[config.mk]
export PLATFORM = sky130hd
export DESIGN_NAME = cluster_config_feeder_flat
export DESIGN_NICKNAME = d
export VERILOG_FILES = /design/src/rtl/cluster_config_pkg.sv /design/src/rtl/cluster_config_feeder_if.sv /design/src/rtl/cluster_config_feeder.sv /design/src/flat_wrapper.sv
export SDC_FILE = /design/constraint.sdc
export NUM_CORES = 1
export LEC_CHECK = 0
export CAP_MARGIN = 40
export CELL_PAD_IN_SITES_DETAIL_PLACEMENT = 0
export CELL_PAD_IN_SITES_GLOBAL_PLACEMENT = 1
export CORE_UTILIZATION = 40
export CTS_CLUSTER_SIZE = 28
export DETAILED_ROUTE_END_ITERATION = 10
export PLACE_DENSITY = 0.82
export SYNTH_ARGS = -nofsm -noshare
export SYNTH_HDL_FRONTEND = slang
export SYNTH_SLANG_ARGS = --single-unit
[constraint.sdc]
create_clock -name CLK -period 2.3 [get_ports CLK]
set_clock_uncertainty 0.15 [all_clocks]
set_input_delay 0.345 -clock CLK [delete_from_list [all_inputs] [get_ports CLK]]
set_output_delay 0.345 -clock CLK [all_outputs]
set_load 0.02 [all_outputs]
[src/rtl/cluster_config_pkg.sv]
// Shared definitions for the cluster configuration feeder: header command
// encodings, FSM state set and the write-counter width.
package cluster_config_pkg;

    typedef enum logic [1:0] {
        CMD_WRITE   = 2'b00,
        CMD_RESET   = 2'b01,
        CMD_END     = 2'b10,
        CMD_ILLEGAL = 2'b11
    } cmd_e;

    typedef enum logic [2:0] {
        ST_HDR,
        ST_CNT,
        ST_LOAD,
        ST_SETUP,
        ST_STROBE,
        ST_DRAIN,
        ST_RST,
        ST_DONE
    } state_e;

    localparam int WRITE_COUNT_W = 16;

endpackage

[src/rtl/cluster_config_feeder_if.sv]
// Byte-serial bitstream channel with a valid/ready handshake; the source is
// the master, the feeder is the slave.
interface cluster_config_feeder_if #(
    parameter int DATA_SIZE = 8
) ();

    logic [DATA_SIZE-1:0] IN_DATA;
    logic                 IN_VALID;
    logic                 IN_READY;

    modport master (output IN_DATA, output IN_VALID, input IN_READY);
    modport slave  (input IN_DATA, input IN_VALID, output IN_READY);

endinterface

[src/rtl/cluster_config_feeder.sv]
// Decodes framed configuration commands from a byte stream and turns each
// payload byte into one setup/strobe write on the cluster loader bus.
module cluster_config_feeder
    import cluster_config_pkg::*;
#(
    parameter int DATA_SIZE    = 8,
    parameter int ADDRESS_SIZE = 6,
    parameter int MAX_ADDR     = 63,
    parameter int RESET_CYCLES = 4
) (
    input  logic                     CLK,
    input  logic                     RESET,
    cluster_config_feeder_if.slave   stream,
    output logic [DATA_SIZE-1:0]     DATA,
    output logic [ADDRESS_SIZE-1:0]  ADDRESS,
    output logic                     SELECT_LEVEL,
    output logic                     LOADER_RESET,
    output logic                     BUSY,
    output logic                     DONE,
    output logic                     ERROR,
    output logic [WRITE_COUNT_W-1:0] WRITE_COUNT
);

    localparam int RCW = (RESET_CYCLES > 1) ? $clog2(RESET_CYCLES) : 1;

    // One spare address bit so that MAX_ADDR + 1 shows up as overflow.
    typedef logic [ADDRESS_SIZE:0] acnt_t;
    typedef logic [DATA_SIZE:0]    rem_t;
    typedef logic [RCW-1:0]        rcnt_t;

    localparam acnt_t MAX_A    = acnt_t'(MAX_ADDR);
    localparam rem_t  REM_FULL = rem_t'(1 << DATA_SIZE);
    localparam rcnt_t RC_LAST  = rcnt_t'(RESET_CYCLES - 1);

    state_e state, state_nxt;
    acnt_t  acnt;
    rem_t   rem;
    rcnt_t  rcnt;

    logic accept, overflow, rem_last;
    cmd_e hdr_cmd;

    assign accept   = stream.IN_VALID && stream.IN_READY;
    assign hdr_cmd  = cmd_e'(stream.IN_DATA[DATA_SIZE-1 -: 2]);
    assign overflow = acnt > MAX_A;
    assign rem_last = rem == rem_t'(1);

    // NOTE: sequential state uses non-blocking assignments so every register
    // samples pre-edge values regardless of process ordering.
    always_ff @(posedge CLK) begin
        if (RESET) state <= ST_HDR;
        else       state <= state_nxt;
    end

    // NOTE: next state is defaulted first so no path through the case can
    // infer a latch.
    always_comb begin
        state_nxt = state;
        case (state)
            ST_HDR: begin
                if (accept) begin
                    case (hdr_cmd)
                        CMD_WRITE: state_nxt = ST_CNT;
                        CMD_RESET: state_nxt = ST_RST;
                        CMD_END:   state_nxt = ST_DONE;
                        default:   state_nxt = ST_HDR;
                    endcase
                end
            end
            ST_CNT:    if (accept) state_nxt = ST_LOAD;
            ST_LOAD: begin
                if (accept) begin
                    if (!overflow)     state_nxt = ST_SETUP;
                    else if (rem_last) state_nxt = ST_HDR;
                    else               state_nxt = ST_DRAIN;
                end
            end
            ST_SETUP:  state_nxt = ST_STROBE;
            ST_STROBE: state_nxt = rem_last ? ST_HDR : ST_LOAD;
            ST_DRAIN:  if (accept && rem_last) state_nxt = ST_HDR;
            ST_RST:    if (rcnt == '0) state_nxt = ST_HDR;
            ST_DONE:   state_nxt = ST_DONE;
            default:   state_nxt = ST_HDR;
        endcase
    end

    assign stream.IN_READY = !RESET &&
                             (state inside {ST_HDR, ST_CNT, ST_LOAD, ST_DRAIN});
    assign SELECT_LEVEL    = state == ST_STROBE;
    assign LOADER_RESET    = state == ST_RST;
    assign DONE            = state == ST_DONE;
    assign BUSY            = !(state inside {ST_HDR, ST_DONE});

    always_ff @(posedge CLK) begin
        if (RESET) begin
            acnt        <= '0;
            rem         <= '0;
            rcnt        <= '0;
            DATA        <= '0;
            ADDRESS     <= '0;
            ERROR       <= 1'b0;
            WRITE_COUNT <= '0;
        end else begin
            case (state)
                ST_HDR: begin
                    if (accept) begin
                        case (hdr_cmd)
                            CMD_WRITE: acnt <= {1'b0, stream.IN_DATA[ADDRESS_SIZE-1:0]};
                            CMD_RESET: begin
                                rcnt    <= RC_LAST;
                                DATA    <= '0;
                                ADDRESS <= '0;
                            end
                            CMD_ILLEGAL: ERROR <= 1'b1;
                            default: ;
                        endcase
                    end
                end
                ST_CNT: begin
                    // A zero count byte stands for a full 2^DATA_SIZE burst.
                    if (accept)
                        rem <= (stream.IN_DATA == '0) ? REM_FULL : {1'b0, stream.IN_DATA};
                end
                ST_LOAD: begin
                    if (accept) begin
                        if (overflow) begin
                            ERROR <= 1'b1;
                            rem   <= rem - 1'b1;
                        end else begin
                            DATA    <= stream.IN_DATA;
                            ADDRESS <= acnt[ADDRESS_SIZE-1:0];
                        end
                    end
                end
                ST_STROBE: begin
                    if (WRITE_COUNT != '1) WRITE_COUNT <= WRITE_COUNT + 1'b1;
                    acnt <= acnt + 1'b1;
                    rem  <= rem - 1'b1;
                end
                ST_DRAIN: if (accept) rem <= rem - 1'b1;
                ST_RST:   if (rcnt != '0) rcnt <= rcnt - 1'b1;
                default: ;
            endcase
        end
    end

endmodule

[src/flat_wrapper.sv]
// flat-port wrapper written by rule: the top's interface ports become plain ports
module cluster_config_feeder_flat import cluster_config_pkg::*;
#(
    parameter int DATA_SIZE    = 8,
    parameter int ADDRESS_SIZE = 6,
    parameter int MAX_ADDR     = 63,
    parameter int RESET_CYCLES = 4
)
  (CLK, RESET, DATA, ADDRESS, SELECT_LEVEL, LOADER_RESET, BUSY, DONE, ERROR, WRITE_COUNT, stream_IN_DATA, stream_IN_VALID, stream_IN_READY);
  cluster_config_feeder_if #(.DATA_SIZE(DATA_SIZE)) stream_i ();
  input  logic CLK;
  input  logic RESET;
  output logic [DATA_SIZE-1:0] DATA;
  output logic [ADDRESS_SIZE-1:0] ADDRESS;
  output logic SELECT_LEVEL;
  output logic LOADER_RESET;
  output logic BUSY;
  output logic DONE;
  output logic ERROR;
  output logic [WRITE_COUNT_W-1:0] WRITE_COUNT;
  input wire logic [$bits(stream_i.IN_DATA)-1:0] stream_IN_DATA;
  input wire logic [$bits(stream_i.IN_VALID)-1:0] stream_IN_VALID;
  output wire logic [$bits(stream_i.IN_READY)-1:0] stream_IN_READY;
  assign stream_i.IN_DATA = stream_IN_DATA;
  assign stream_i.IN_VALID = stream_IN_VALID;
  assign stream_IN_READY = stream_i.IN_READY;
  cluster_config_feeder #(.DATA_SIZE(DATA_SIZE), .ADDRESS_SIZE(ADDRESS_SIZE), .MAX_ADDR(MAX_ADDR), .RESET_CYCLES(RESET_CYCLES)) u_core (.CLK(CLK), .RESET(RESET), .stream(stream_i), .DATA(DATA), .ADDRESS(ADDRESS), .SELECT_LEVEL(SELECT_LEVEL), .LOADER_RESET(LOADER_RESET), .BUSY(BUSY), .DONE(DONE), .ERROR(ERROR), .WRITE_COUNT(WRITE_COUNT));
endmodule
Word level (Yosys, flattened, before mapping)
Index checks and enable logic that the tools add are counted.
{ "totals": {"output_inout_bits": 36, "inputBits": 11, "wordCells": 98, "ff_bits": 52} }
{ "op_classes": {"n_lt_le_gt_ge": 1, "eq_ne": 24, "mux": 38, "n_reduce_logical": 23, "addsub": 4} }
{ "op_table": {"columns": ["op", "count"], "rows": [
  ["two-way mux 9 bit", 5],
  ["case mux 9 bit (4 select lines)", 1],
  ["two-way mux 8 bit", 4],
  ["two-way mux 6 bit", 4],
  ["case mux 3 bit (8 select lines)", 1],
  ["two-way mux 3 bit", 7],
  ["AND reduction 5 bit", 4],
  ["adder 16 x 1 -> 16 bit (second input constant)", 1],
  ["!= test 16 bit (second input constant)", 1],
  ["!= test 2 x 1 -> 1 bit (second input constant)", 8],
  ["case mux 8 bit (2 select lines)", 1],
  ["two-way mux 7 bit", 2],
  ["case mux 7 bit (2 select lines)", 1],
  ["== test 3 bit (second input constant)", 4],
  ["case mux 6 bit (2 select lines)", 1],
  ["nonzero test 2 bit", 5],
  ["== test 9 x 1 -> 1 bit (second input constant)", 1],
  ["case mux 3 bit (3 select lines)", 1],
  ["subtractor 9 x 1 -> 9 bit (second input constant)", 1],
  ["zero test 8 bit", 1],
  ["two-way mux 2 bit", 4],
  ["!= test 2 bit (second input constant)", 4],
  ["nonzero test 4 bit", 2],
  ["adder 7 x 1 -> 7 bit (second input constant)", 1],
  ["other kinds (16)", 25]
]} }

Depth between registers and ports, before layout
{ "depth": {"depth_word": 7, "ltp_mapped": 7, "mapped_depth_nobuf": 6} }

Worst setup path before layout
No wires, ideal clock.
{ "synth_timing": {"path_type": "register to register", "from": "register u_core.WRITE_COUNT[0]", "to": "register u_core.WRITE_COUNT[0]", "setup_time_ns": 0.123, "stages_incl_launch_ff": 6, "required_ns": 2.027, "t_arrival_ns": 1.840, "setup_slack_ns": 0.186, "n_path_buf": 0, "period_less_slack_ns": 2.114, "path_cell_list": "dfxtp_1 -> ha_1 -> inv_1 -> nor4_2 -> a21oi_1 -> mux2_1"} }
{ "synth_between": {"elab_chain_cells": 2, "elab_cells_between_ends": 3, "classes_between": "1 x add/sub; 1 x eq/ne; 1 x reduce/logical"} }
{ "synth_lines": {"columns": ["element", "line", "rtl"], "rows": [
  ["start: declaration", "cluster_config_feeder.sv:21", "output logic [WRITE_COUNT_W-1:0] WRITE_COUNT"],
  ["start signal: assignment", "cluster_config_feeder.sv:136", "if (WRITE_COUNT != '1) WRITE_COUNT <= WRITE_COUNT + 1'b1;"],
  ["branches (longest 2 deep; another with adder 16 x 1 -> 16 bit)", null, null]
]} }
Parallel ways; which one is timed is not known.
A chain may end at the register's enable or synchronous reset.

Worst setup path after layout
{ "layout_timing": {"from": "register u_core.state[1]", "to": "output port DONE"} }
{ "layout_between": {"elab_chain_cells": 1} }
{ "layout_lines": {"columns": ["element", "line", "rtl"], "rows": [
  ["start: declaration", "cluster_config_feeder.sv:35", "state_e state, state_nxt;"],
  ["start signal: assignment", "cluster_config_feeder.sv:52", "else state <= state_nxt;"],
  ["== test 3 bit", "cluster_config_feeder.sv:91", "assign DONE = state == ST_DONE;"],
  ["end: declaration", "flat_wrapper.sv:18", "output logic DONE;"]
]} }
Every way passes these cells.

==> summary.md <==
| Metric | Value |
|---|---|
| Number of global-route vias before repair | `2,753` |
| HP Class | `reg -> reg` |
| Mapped Cells | `356` |
| Drc violations | `0` |
| Num CTS Buffers | `5` |
| Total Power | `0.00276 W` |
| WL per Instance | `15.2 µm` |
| Relative slew slack | `68.5%` |
| Period minus WS final | `2240 ps` |
| Final Max Slew Viols | `0` |
| Crit-path cells | `and3_1 > clkdlybuf4s50_1` |
| Vias | `3,030` |
| Skew-Pair Late Insertion Delay | `300 ps` |
| Reg2Reg Depth | `5` |
| Pre-CTS setup slack | `-184 ps` |
| WHS Path Cells | `2` |
| Reg-to-reg critical path endpoint | `u_core.rem[0]` |
| Multi-input logic area | `0.00180 mm²` |
| Core area | `0.00725 mm²` |
| Critical Path Source | `u_core.state[1]` |
| Crit path buf inv count | `1` |
| Syn. warnings | `0` |
| Antenna violations before repair | `0` |
| RR Startpoint | `u_core.acnt[0]` |
| Post-synthesis sequential area ratio | `34.8%` |
| Crit-path slowest cell | `clkdlybuf4s50_1` |
| Post-synth EDFFs | `0` |
| Area Growth Syn to Fin | `31.5%` |
| Total Routing Usage GR | `21.4%` |
| Maxcap violations | `0` |
| Fin util | `54.2%` |
| N_diodes | `0` |
| Tcrit/Tclk final | `97.4%` |
| Synthesized flop and latch total | `52` |
| Unrepaired setup endpoints after global routing | `no` |
| Share of cells above drive strength 1 | `14.1%` |
| CTS max path bufs | `2` |
| Drt pass-1 iters | `4` |
| Final net count | `451` |
| Hold_ws | `301 ps` |
| Fillers | `716` |
| PD cells | `701 mW/mm²` |
| Post-CTS Setup Bufs | `0` |
| Crit path launch type | `flop` |
| CTS tree | `built` |
| Syn Nets | `376` |
| Starting Density | `41.2%` |
| Num rows | `31` |
| DRT Wirelength | `8.07 mm` |
| Die X | `88.5 µm` |
| Top delay family on crit path | `buffers and inverters` |
| Final Wtd Congestion | `0.884` |
| Mapped Avg Cell Area | `8.40 µm²` |
| Final Hold Fails | `0` |
| Least-Margin Pin Slew | `471 ps` |
| Type of the worst setup path | `reg -> out` |
| Clk root buf | `clkbuf_8` |
| Max rail drop VDD | `0.360 mV` |
| Final setup viols | `0` |
| I/O Buffers | `46` |
| Crit path largest cell delay | `630 ps` |
| Worst path required time | `1800 ps` |
| Run status | `completed` |
| Async set-reset flop share out of synthesis | `0%` |
| Initial DRC Count | `127` |
| Pin count of the biggest net entering global routing | `21` |
| Clock transition at the registers of the reported paths | `100 ps` |
| H-tree levels | `2` |
| P_leak | `1.39 nW` |
| Overflow after GRT | `0` |
| I/O Pins | `47` |
| Clk sinks | `52` |
| Post-Syn Area | `0.00299 mm²` |
| Crit. End Element | `output pin` |
| Post-synth top flop | `dfxtp_1` |
| Sequential cell area | `0.00104 mm²` |
| Reg-to-reg slack, setup | `150 ps` |
| Critical path peak fanout | `11` |
| Synth cell types | `65` |
| Fmax | `447 MHz` |
| ANT nets after route | `0` |
| WP data arrival | `1740 ps` |
| Min-delay src | `u_core.ADDRESS[1]` |
| Die ar. | `0.00783 mm²` |
| Wire length of the first global-routing pass | `13.3 mm` |
| Sum Neg Setup Slack | `0 ps` |
| Detail Placement HPWL | `6.06 mm` |
| Die Span Y | `88.5 µm` |
| Worst setup margin | `60.9 ps` |
| Hold Path End | `u_core.ADDRESS[1]` |
| Via density | `5.71` |
-- kinds of logic (layout without fill, tap and decap cells) --
logic type               after synthesis  in the layout  synth area share [%]
AND/OR/NAND/NOR                      130            130                  24.3
multiplexers                           4              4                  1.46
AO/OA/AOI/OAI                        125            125                  30.0
adder cells (fa/ha/maj)                9              9                  3.76
buffers and inverters                 35            111                  5.35
flip-flops                            52             52                  34.8
XOR/XNOR                               1              1                 0.293
-- layout by cell type (no fill, tap or decap), types with 4 or more instances in the layout --
cell type | netlist | routed
nand3_1 | 8 | 8
and3_1 | 6 | 6
inv_1 | 12 | 12
dfxtp_1 | 52 | 52
ha_1 | 9 | 9
clkdlybuf4s50_1 | 0 | 43
o2bb2ai_1 | 15 | 15
or4_1 | 7 | 7
a31oi_1 | 6 | 6
o31ai_1 | 10 | 10
a21oi_1 | 26 | 26
nor3_1 | 10 | 10
nor2_1 | 20 | 20
clkbuf_8 | 0 | 6
nor2b_1 | 8 | 7
a211oi_1 | 8 | 8
or3_1 | 4 | 4
and4_1 | 4 | 4
o21ai_0 | 12 | 12
buf_4 | 0 | 42
a311oi_1 | 7 | 7
nand2_1 | 34 | 34
-- how the worst max path moves through the flow --
stage                                 end  cells after the start
floorplan           u_core.WRITE_COUNT[0]                      5
global placement            u_core.rem[8]                      5
detailed placement          u_core.rem[8]                      5
CTS                                  DONE                      2
global route                         BUSY                      4
finish                               DONE                      2
-- Yosys cell counts (6+ instances only) --
cell	count	area share, %
or4_1	7	1.8
o31ai_1	10	2.5
a31oi_1	6	1.3
nor3_1	10	1.7
a21oi_1	26	4.3
o21ai_0	12	2.0
and3_1	6	1.3
ha_1	9	3.8
dfxtp_1	52	35
o2bb2ai_1	15	4.4
clkbuf_1	15	1.9
a211oi_1	8	2.0
nand2_1	34	4.3
a311oi_1	7	2.0
inv_1	12	1.5
nand3_1	8	1.3
nor2_1	20	2.5
nor2b_1	8	1.7
-- routing by layer --
metal	wire length (µm)	share of wire, %	track usage (%)
met5	0	0	0
met1	3850	48	29.3
met4	99	1.2	6.01
met2	3750	47	34.8
met3	369	4.6	3.36
-- what timing repair did --
item / in CTS / in global routing
endpoints found under the setup margin: 4 / 0
hold buffers: 0 / 0
resized for setup: 5 / 0
-- report_power, final --
group	internal (W)	switching (W)
Sequential	0.000983	0.0000940
Combinational	0.000470	0.000540
Clock	0.000356	0.000313
Total	0.00181	0.000947
-- area by class of cell --
class                      count  area share [%]
multi-input combinational    269            45.8
sequential                    52            26.5
timing repair buffer          89            20.1
tap                           99            3.15
clock buffer                   6            2.10
inverter                      14            1.40
clock inverter                 2           0.986
-- registers in the layout, summed over array words and instances (netlist names) --
signal / cells
u_core.state: 3
u_core.DATA: 8
u_core.rcnt: 2
u_core.WRITE_COUNT: 16
u_core.ERROR: 1
u_core.acnt: 7
u_core.rem: 9
u_core.ADDRESS: 6
-- tightest hold or removal path, stage by stage, from the launching register on --
cell,delay (ps)
dfxtp_1,320
nand2_1,50
o2bb2ai_1,50
-- per-stage QoR --
step	std cells	instance area [µm²]
finish	531	3930
global route	531	3930
CTS	531	3930
floorplan	356	2990
global placement	523	3810
detailed placement	523	3810
No activity file was read; power rests on OpenSTA's default activity.
